File: src/rtl/noc_params.sv
// Router-wide NoC parameters and the output-port encoding shared by the
// input buffers and the virtual-channel allocator.
package noc_params;

    localparam int PORT_NUM  = 5;
    localparam int VC_NUM    = 2;
    localparam int VC_SIZE   = $clog2(VC_NUM);
    localparam int PORT_SIZE = $clog2(PORT_NUM);

    typedef enum logic [PORT_SIZE-1:0] {
        LOCAL,
        NORTH,
        SOUTH,
        WEST,
        EAST
    } port_t;

endpackage

File: src/rtl/round_robin_arbiter.sv
// One-hot single-winner arbiter; round-robin with a registered pointer when
// VC_ALLOC_RR_EN is defined, otherwise a plain lowest-index priority encoder.
module round_robin_arbiter #(
    parameter int N = 4
) (
    input  logic         clk,
    input  logic         rst_n,
    input  logic [N-1:0] request_i,
    input  logic         enable_i,
    output logic [N-1:0] grant_o
);

`ifdef VC_ALLOC_RR_EN
    logic [N-1:0] ptr_q, ptr_d;
    logic [N-1:0] masked;

    // Prefer requesters at or above the pointer; wrap to the lowest one otherwise.
    always_comb begin
        grant_o = '0;
        ptr_d   = ptr_q;
        masked  = request_i & ~(ptr_q - N'(1));
        if (enable_i) begin
            if (|masked) begin
                grant_o = masked & (~masked + N'(1));
            end else begin
                grant_o = request_i & (~request_i + N'(1));
            end
        end
        if (|grant_o) begin
            ptr_d = {grant_o[N-2:0], grant_o[N-1]};
        end
    end

    always_ff @(posedge clk or negedge rst_n) begin
        if (!rst_n) begin
            ptr_q <= N'(1);
        end else begin
            ptr_q <= ptr_d;
        end
    end
`else
    logic unused_clk_rst;
    assign unused_clk_rst = clk ^ rst_n;

    always_comb begin
        grant_o = '0;
        if (enable_i) begin
            grant_o = request_i & (~request_i + N'(1));
        end
    end
`endif

endmodule

File: src/rtl/vc_allocator.sv
// Router VC allocator: grants free downstream VCs to input VCs and tracks ownership.
// Arbitration policy per out port selected by VC_ALLOC_RR_EN (fixed priority if undefined).
module vc_allocator
    import noc_params::*;
#(
    parameter int PORT_NUM = noc_params::PORT_NUM,
    parameter int VC_NUM   = noc_params::VC_NUM
) (
    input  logic                                            clk,
    input  logic                                            rst_n,
    input  logic  [PORT_NUM-1:0][VC_NUM-1:0]                request_i,
    input  port_t [PORT_NUM-1:0][VC_NUM-1:0]                out_port_i,
    input  logic  [PORT_NUM-1:0][VC_NUM-1:0]                release_i,
    output logic  [PORT_NUM-1:0][VC_NUM-1:0]                grant_o,
    output logic  [PORT_NUM-1:0][VC_NUM-1:0][$clog2(VC_NUM)-1:0] vc_new_o,
    output logic                                            error_o
);

    localparam int VSZ   = $clog2(VC_NUM);
    localparam int PSZ   = $clog2(PORT_NUM);
    localparam int N_REQ = PORT_NUM * VC_NUM;
    localparam int RW    = $clog2(N_REQ);

    logic [PORT_NUM-1:0][VC_NUM-1:0]          busy_q, busy_d;
    logic [PORT_NUM-1:0][VC_NUM-1:0][RW-1:0]  owner_q, owner_d;
    logic [N_REQ-1:0]                         held_q, held_d;
    logic [N_REQ-1:0][PSZ-1:0]                held_port_q, held_port_d;
    logic [N_REQ-1:0][VSZ-1:0]                held_vc_q, held_vc_d;
    logic                                     error_q, error_d;

    logic [N_REQ-1:0]                req_flat, rel_flat, grant_flat;
    logic [N_REQ-1:0][PSZ-1:0]       port_flat;
    logic [N_REQ-1:0][VSZ-1:0]       vc_new_flat;
    logic [PORT_NUM-1:0][N_REQ-1:0]  cand, arb_gnt;
    logic [PORT_NUM-1:0]             port_free;
    logic [PORT_NUM-1:0][VSZ-1:0]    free_vc;

    // Requester r = in_port*VC_NUM + in_vc, matching the packed [port][vc] layout.
    assign req_flat  = request_i;
    assign rel_flat  = release_i;
    assign port_flat = out_port_i;

    always_comb begin
        cand      = '0;
        port_free = '0;
        free_vc   = '0;
        for (int o = 0; o < PORT_NUM; o++) begin
            port_free[o] = ~&busy_q[o];
            for (int v = VC_NUM - 1; v >= 0; v--) begin
                if (!busy_q[o][v]) begin
                    free_vc[o] = VSZ'(v);
                end
            end
            for (int r = 0; r < N_REQ; r++) begin
                cand[o][r] = req_flat[r] && (port_flat[r] == PSZ'(o)) && !held_q[r];
            end
        end
    end

    for (genvar o = 0; o < PORT_NUM; o++) begin : g_arb
        round_robin_arbiter #(.N(N_REQ)) u_arb (
            .clk       (clk),
            .rst_n     (rst_n),
            .request_i (cand[o]),
            .enable_i  (port_free[o]),
            .grant_o   (arb_gnt[o])
        );
    end

    always_comb begin
        grant_flat  = '0;
        vc_new_flat = '0;
        for (int o = 0; o < PORT_NUM; o++) begin
            for (int r = 0; r < N_REQ; r++) begin
                if (arb_gnt[o][r]) begin
                    grant_flat[r]  = 1'b1;
                    vc_new_flat[r] = free_vc[o];
                end
            end
        end
        grant_o  = rst_n ? grant_flat : '0;
        vc_new_o = rst_n ? vc_new_flat : '0;
    end

    // Releases only touch VCs busy in busy_q, grants only free ones, so they never collide.
    always_comb begin
        busy_d      = busy_q;
        owner_d     = owner_q;
        held_d      = held_q;
        held_port_d = held_port_q;
        held_vc_d   = held_vc_q;
        error_d     = 1'b0;
        for (int r = 0; r < N_REQ; r++) begin
            if (rel_flat[r]) begin
                if (held_q[r]) begin
                    busy_d[held_port_q[r]][held_vc_q[r]] = 1'b0;
                    held_d[r] = 1'b0;
                end else begin
                    error_d = 1'b1;
                end
            end
            if (req_flat[r] && (held_q[r] || (port_flat[r] > PSZ'(PORT_NUM - 1)))) begin
                error_d = 1'b1;
            end
            if (grant_flat[r]) begin
                busy_d[port_flat[r]][vc_new_flat[r]]  = 1'b1;
                owner_d[port_flat[r]][vc_new_flat[r]] = RW'(r);
                held_d[r]      = 1'b1;
                held_port_d[r] = port_flat[r];
                held_vc_d[r]   = vc_new_flat[r];
            end
        end
    end

    always_ff @(posedge clk or negedge rst_n) begin
        if (!rst_n) begin
            busy_q      <= '0;
            owner_q     <= '0;
            held_q      <= '0;
            held_port_q <= '0;
            held_vc_q   <= '0;
            error_q     <= 1'b0;
        end else begin
            busy_q      <= busy_d;
            owner_q     <= owner_d;
            held_q      <= held_d;
            held_port_q <= held_port_d;
            held_vc_q   <= held_vc_d;
            error_q     <= error_d;
        end
    end

    assign error_o = error_q;

endmodule

File: config.mk
export PLATFORM = sky130hd
export DESIGN_NAME = vc_allocator
export DESIGN_NICKNAME = d
export VERILOG_FILES = /design/src/rtl/noc_params.sv /design/src/rtl/round_robin_arbiter.sv /design/src/rtl/vc_allocator.sv
export SDC_FILE = /design/constraint.sdc
export NUM_CORES = 1
export LEC_CHECK = 0
export ABC_AREA = 1
export BUFFER_PORTS_ARGS = -buffer_cell sky130_fd_sc_hd__buf_2
export CAP_MARGIN = 20
export CORE_MARGIN = 3
export CORE_UTILIZATION = 35
export CTS_BUF_LIST = sky130_fd_sc_hd__clkbuf_4 sky130_fd_sc_hd__clkbuf_8 sky130_fd_sc_hd__clkbuf_16
export DETAILED_ROUTE_END_ITERATION = 7
export GPL_ROUTABILITY_DRIVEN = 0
export PLACE_DENSITY = 0.55
export SYNTH_ARGS = -nofsm -noshare
export SYNTH_HDL_FRONTEND = slang
export SYNTH_SLANG_ARGS = --single-unit
File: constraint.sdc
create_clock -name clk -period 2.4 [get_ports clk]
set_input_delay 0.24 -clock clk [delete_from_list [all_inputs] [get_ports clk]]
set_output_delay 0.24 -clock clk [all_outputs]
set_load 0.02 [all_outputs]
==> out/metrics.yaml <==
status: "finished with violations"
violations: "negative setup slack"
clock_latency_ns: 0.35
synth_cell_types: 39
hold_path_class: "input pin to register"
utilization_pct: 59.5
grt_overflow: 0
period_minus_slack_ns: 3.03
synth_edf_count: 0
timing.critical_path.max_delay_family: "simple AND/OR/NAND/NOR gates"
rows: 47
route.detailed.drc: 0
synth_most_common_cell: "nand2_1"
fillers: 1581
clock_skew_ns: 0.00648
fmax_mhz: 330
htreeDepth: 3
power.density_nw_per_um2: 918
synth_area_per_cell_um2: 5.69
stdcell_count: 1623
top_usage_layer: "met2"
syn_inst: 1061
min_period_over_period_pct: 126
seq_area_frac_synth_pct: 25.3
antennaDiodeCount: 0
dp.cells: 1541
crit_required_ns: 2.16
place.detailed.hpwl_mm: 19.5
max-slew-margin-rel_pct: 61.3
synth-seq-cells: 61
die_h_um: 137
die_area_um2: 18900
syn_to_final_growth_pct: 65.3
drv_cap: 0
rsz0062_at_grt: "true"
initial_core_util_pct: 36.0
yosys_warnings: 0
grt_start_max_net_pins: 65
critPathBufInv: 5
use_met2_pct: 46.3
port_buffers: 72
crit_slowest_cell: "dfrtp_1"
cp.arrival_ns: 2.79
gr-usage-met3_pct: 4.67
ant_nets: 0
synthesis.area_um2: 6040
syn_nets: 1113
worstMarginPinSlew_ns: 0.577
cts-root-buf: "clkbuf_16"
tritoncts: "built"
netlist_top_cells_count: "nand2_1 (363), inv_1 (161), nor2_1 (114), o21ai_0 (82), nand3_1 (73)"
grt_pass1_wl_mm: 39.5
grt_usage_pct: 26.9
die_w_um: 137
layout-drive-gt1-share_pct: 39.6
p_total_w: 0.00916
firstDrtPassIters: 5
routedWlPerCell_um: 15.8
hold_viol_final: 0
setup_viol: 34
yosys-top-cells-area: "dfrtp_1 (25%), nand2_1 (23%), inv_1 (10%)"
worstPathMaxFanout: 4
clkSinkCount: 61
yosysTopAreaCellShare_pct: 25.3
grt_pass1_vias: 7964
cts.clk_slew.worst_paths_ns: 0.06
cts_buffer_depth: 2
max-vdd-ir-drop_uv: 496
coreArea_um2: 16800
drtIter0Drc: 600
fin_nets: 1450
yosys.area.top_type: "dfrtp_1"
slowest_delay_ns: 0.37
crit_chain: "inv_2 > nand2_4 > buf_4 > nor2_1 > nor3_4 > o21ai_4 > nor4_4 > o21ai_2 > nor4b_2 > buf_4 > nor3_2 > nand2_1 > inv_2 > nor2_4 > buf_6"
ys.flop_type: "dfrtp_1"
num_vias: 8333
antenna_found_initial: 0
setup_tns_ns: -9.55
criticalPathCategory: "register to primary output"
cp-start-kind: "register"
cts_made_buffers: 9
wirelength_mm: 25.7
maxSlewViolCount: 0
io_pins: 73
via_per_inst: 5.13
cp-end-kind: "primary output"
gr-usage-met1_pct: 33.8
power_leakage_nw: 5.07
synthArstFlopShare_pct: 100
setup_slack_ns: -0.632
-- registers in the layout, summed over array words and instances (netlist names) --
name	flops
held_vc_q	10
error_o	1
busy_q	10
held_port_q	30
held_q	10
-- cells by family after synthesis --
group           share of synthesized area (%)
flops                                    25.3
buf+inv                                  10.8
compound gates                           11.4
simple gates                             52.5
-- metal layers --
metal | share of wire (%) | wire (um)
met5 | 0 | 0
met4 | 3.8 | 972
met3 | 6.5 | 1670
met2 | 48 | 12300
met1 | 42 | 10700
-- stage by stage --
step / setup WS [ns] / hold slack (ns) / area (um2)
finish: -0.632 / 0.0787 / 9980
global route: -0.793 / 0.0845 / 9980
floorplan: 0.0527 / -0.0556 / 6040
global placement: -0.460 / 0.314 / 8100
detailed placement: -0.442 / 0.312 / 8100
CTS: -0.529 / 0.0878 / 9130
-- cell usage in the layout, fill, tap and decap left out, types with 23 or more instances in the layout --
| cell type | netlist | routed |
|---|---|---|
| dfrtp_1 | 61 | 61 |
| buf_2 | 0 | 53 |
| buf_6 | 0 | 41 |
| buf_4 | 0 | 231 |
| nor2_4 | 0 | 30 |
| nand3_1 | 73 | 55 |
| inv_1 | 161 | 153 |
| nor2_1 | 114 | 76 |
| nand2_1 | 363 | 305 |
| nor2_2 | 15 | 23 |
| nand2_2 | 2 | 52 |
| o21ai_0 | 82 | 60 |
| nor3_1 | 66 | 53 |
-- report_power, final --
group          switching (W)  internal (W)  total (W)
logic                0.00356       0.00239    0.00594
clock network       0.000558      0.000734    0.00129
registers           0.000416       0.00151    0.00192
-- layout make-up --
type                            instances  area, um2  area share (%)
Multi-Input combinational cell        826       4740            47.5
Timing Repair Buffer                  327       2490            25.0
Sequential cell                        61       1530            15.3
Inverter                              173        662            6.63
Tap cell                              220        275            2.76
Clock buffer                           10        239            2.40
Clock inverter                          6       46.3           0.464
-- timing repair --
action / CTS / global route
pin swaps: 48 / 109
endpoints found under the setup margin: 38 / 46
gates resized for setup: 139 / 177
setup buffers: 40 / 42
hold buffers: 1 / 0
hold endpoints to repair: 61 / 0
-- final timing paths --
check | start | endpoint | slack, ns | cells past startpoint
worst max-delay path | held_q[3]$_DFFE_PN0P_ | grant_o[9] | -0.63 | 15
worst min-delay path | release_i[7] | held_q[7]$_DFFE_PN0P_ | 0.08 | 2
worst max register to register | held_q[1]$_DFFE_PN0P_ | busy_q[7]$_DFF_PN0_ | -0.44 | 30
worst min register to register | held_vc_q[5]$_DFFE_PN0N_ | held_vc_q[5]$_DFFE_PN0N_ | 0.54 | 2
max in group asynchronous | rst_n | busy_q[4]$_DFF_PN0_ | 1.63 | 3
min in group asynchronous | rst_n | held_q[4]$_DFFE_PN0P_ | 0.46 | 3
(Power assumes the default switching activity.)
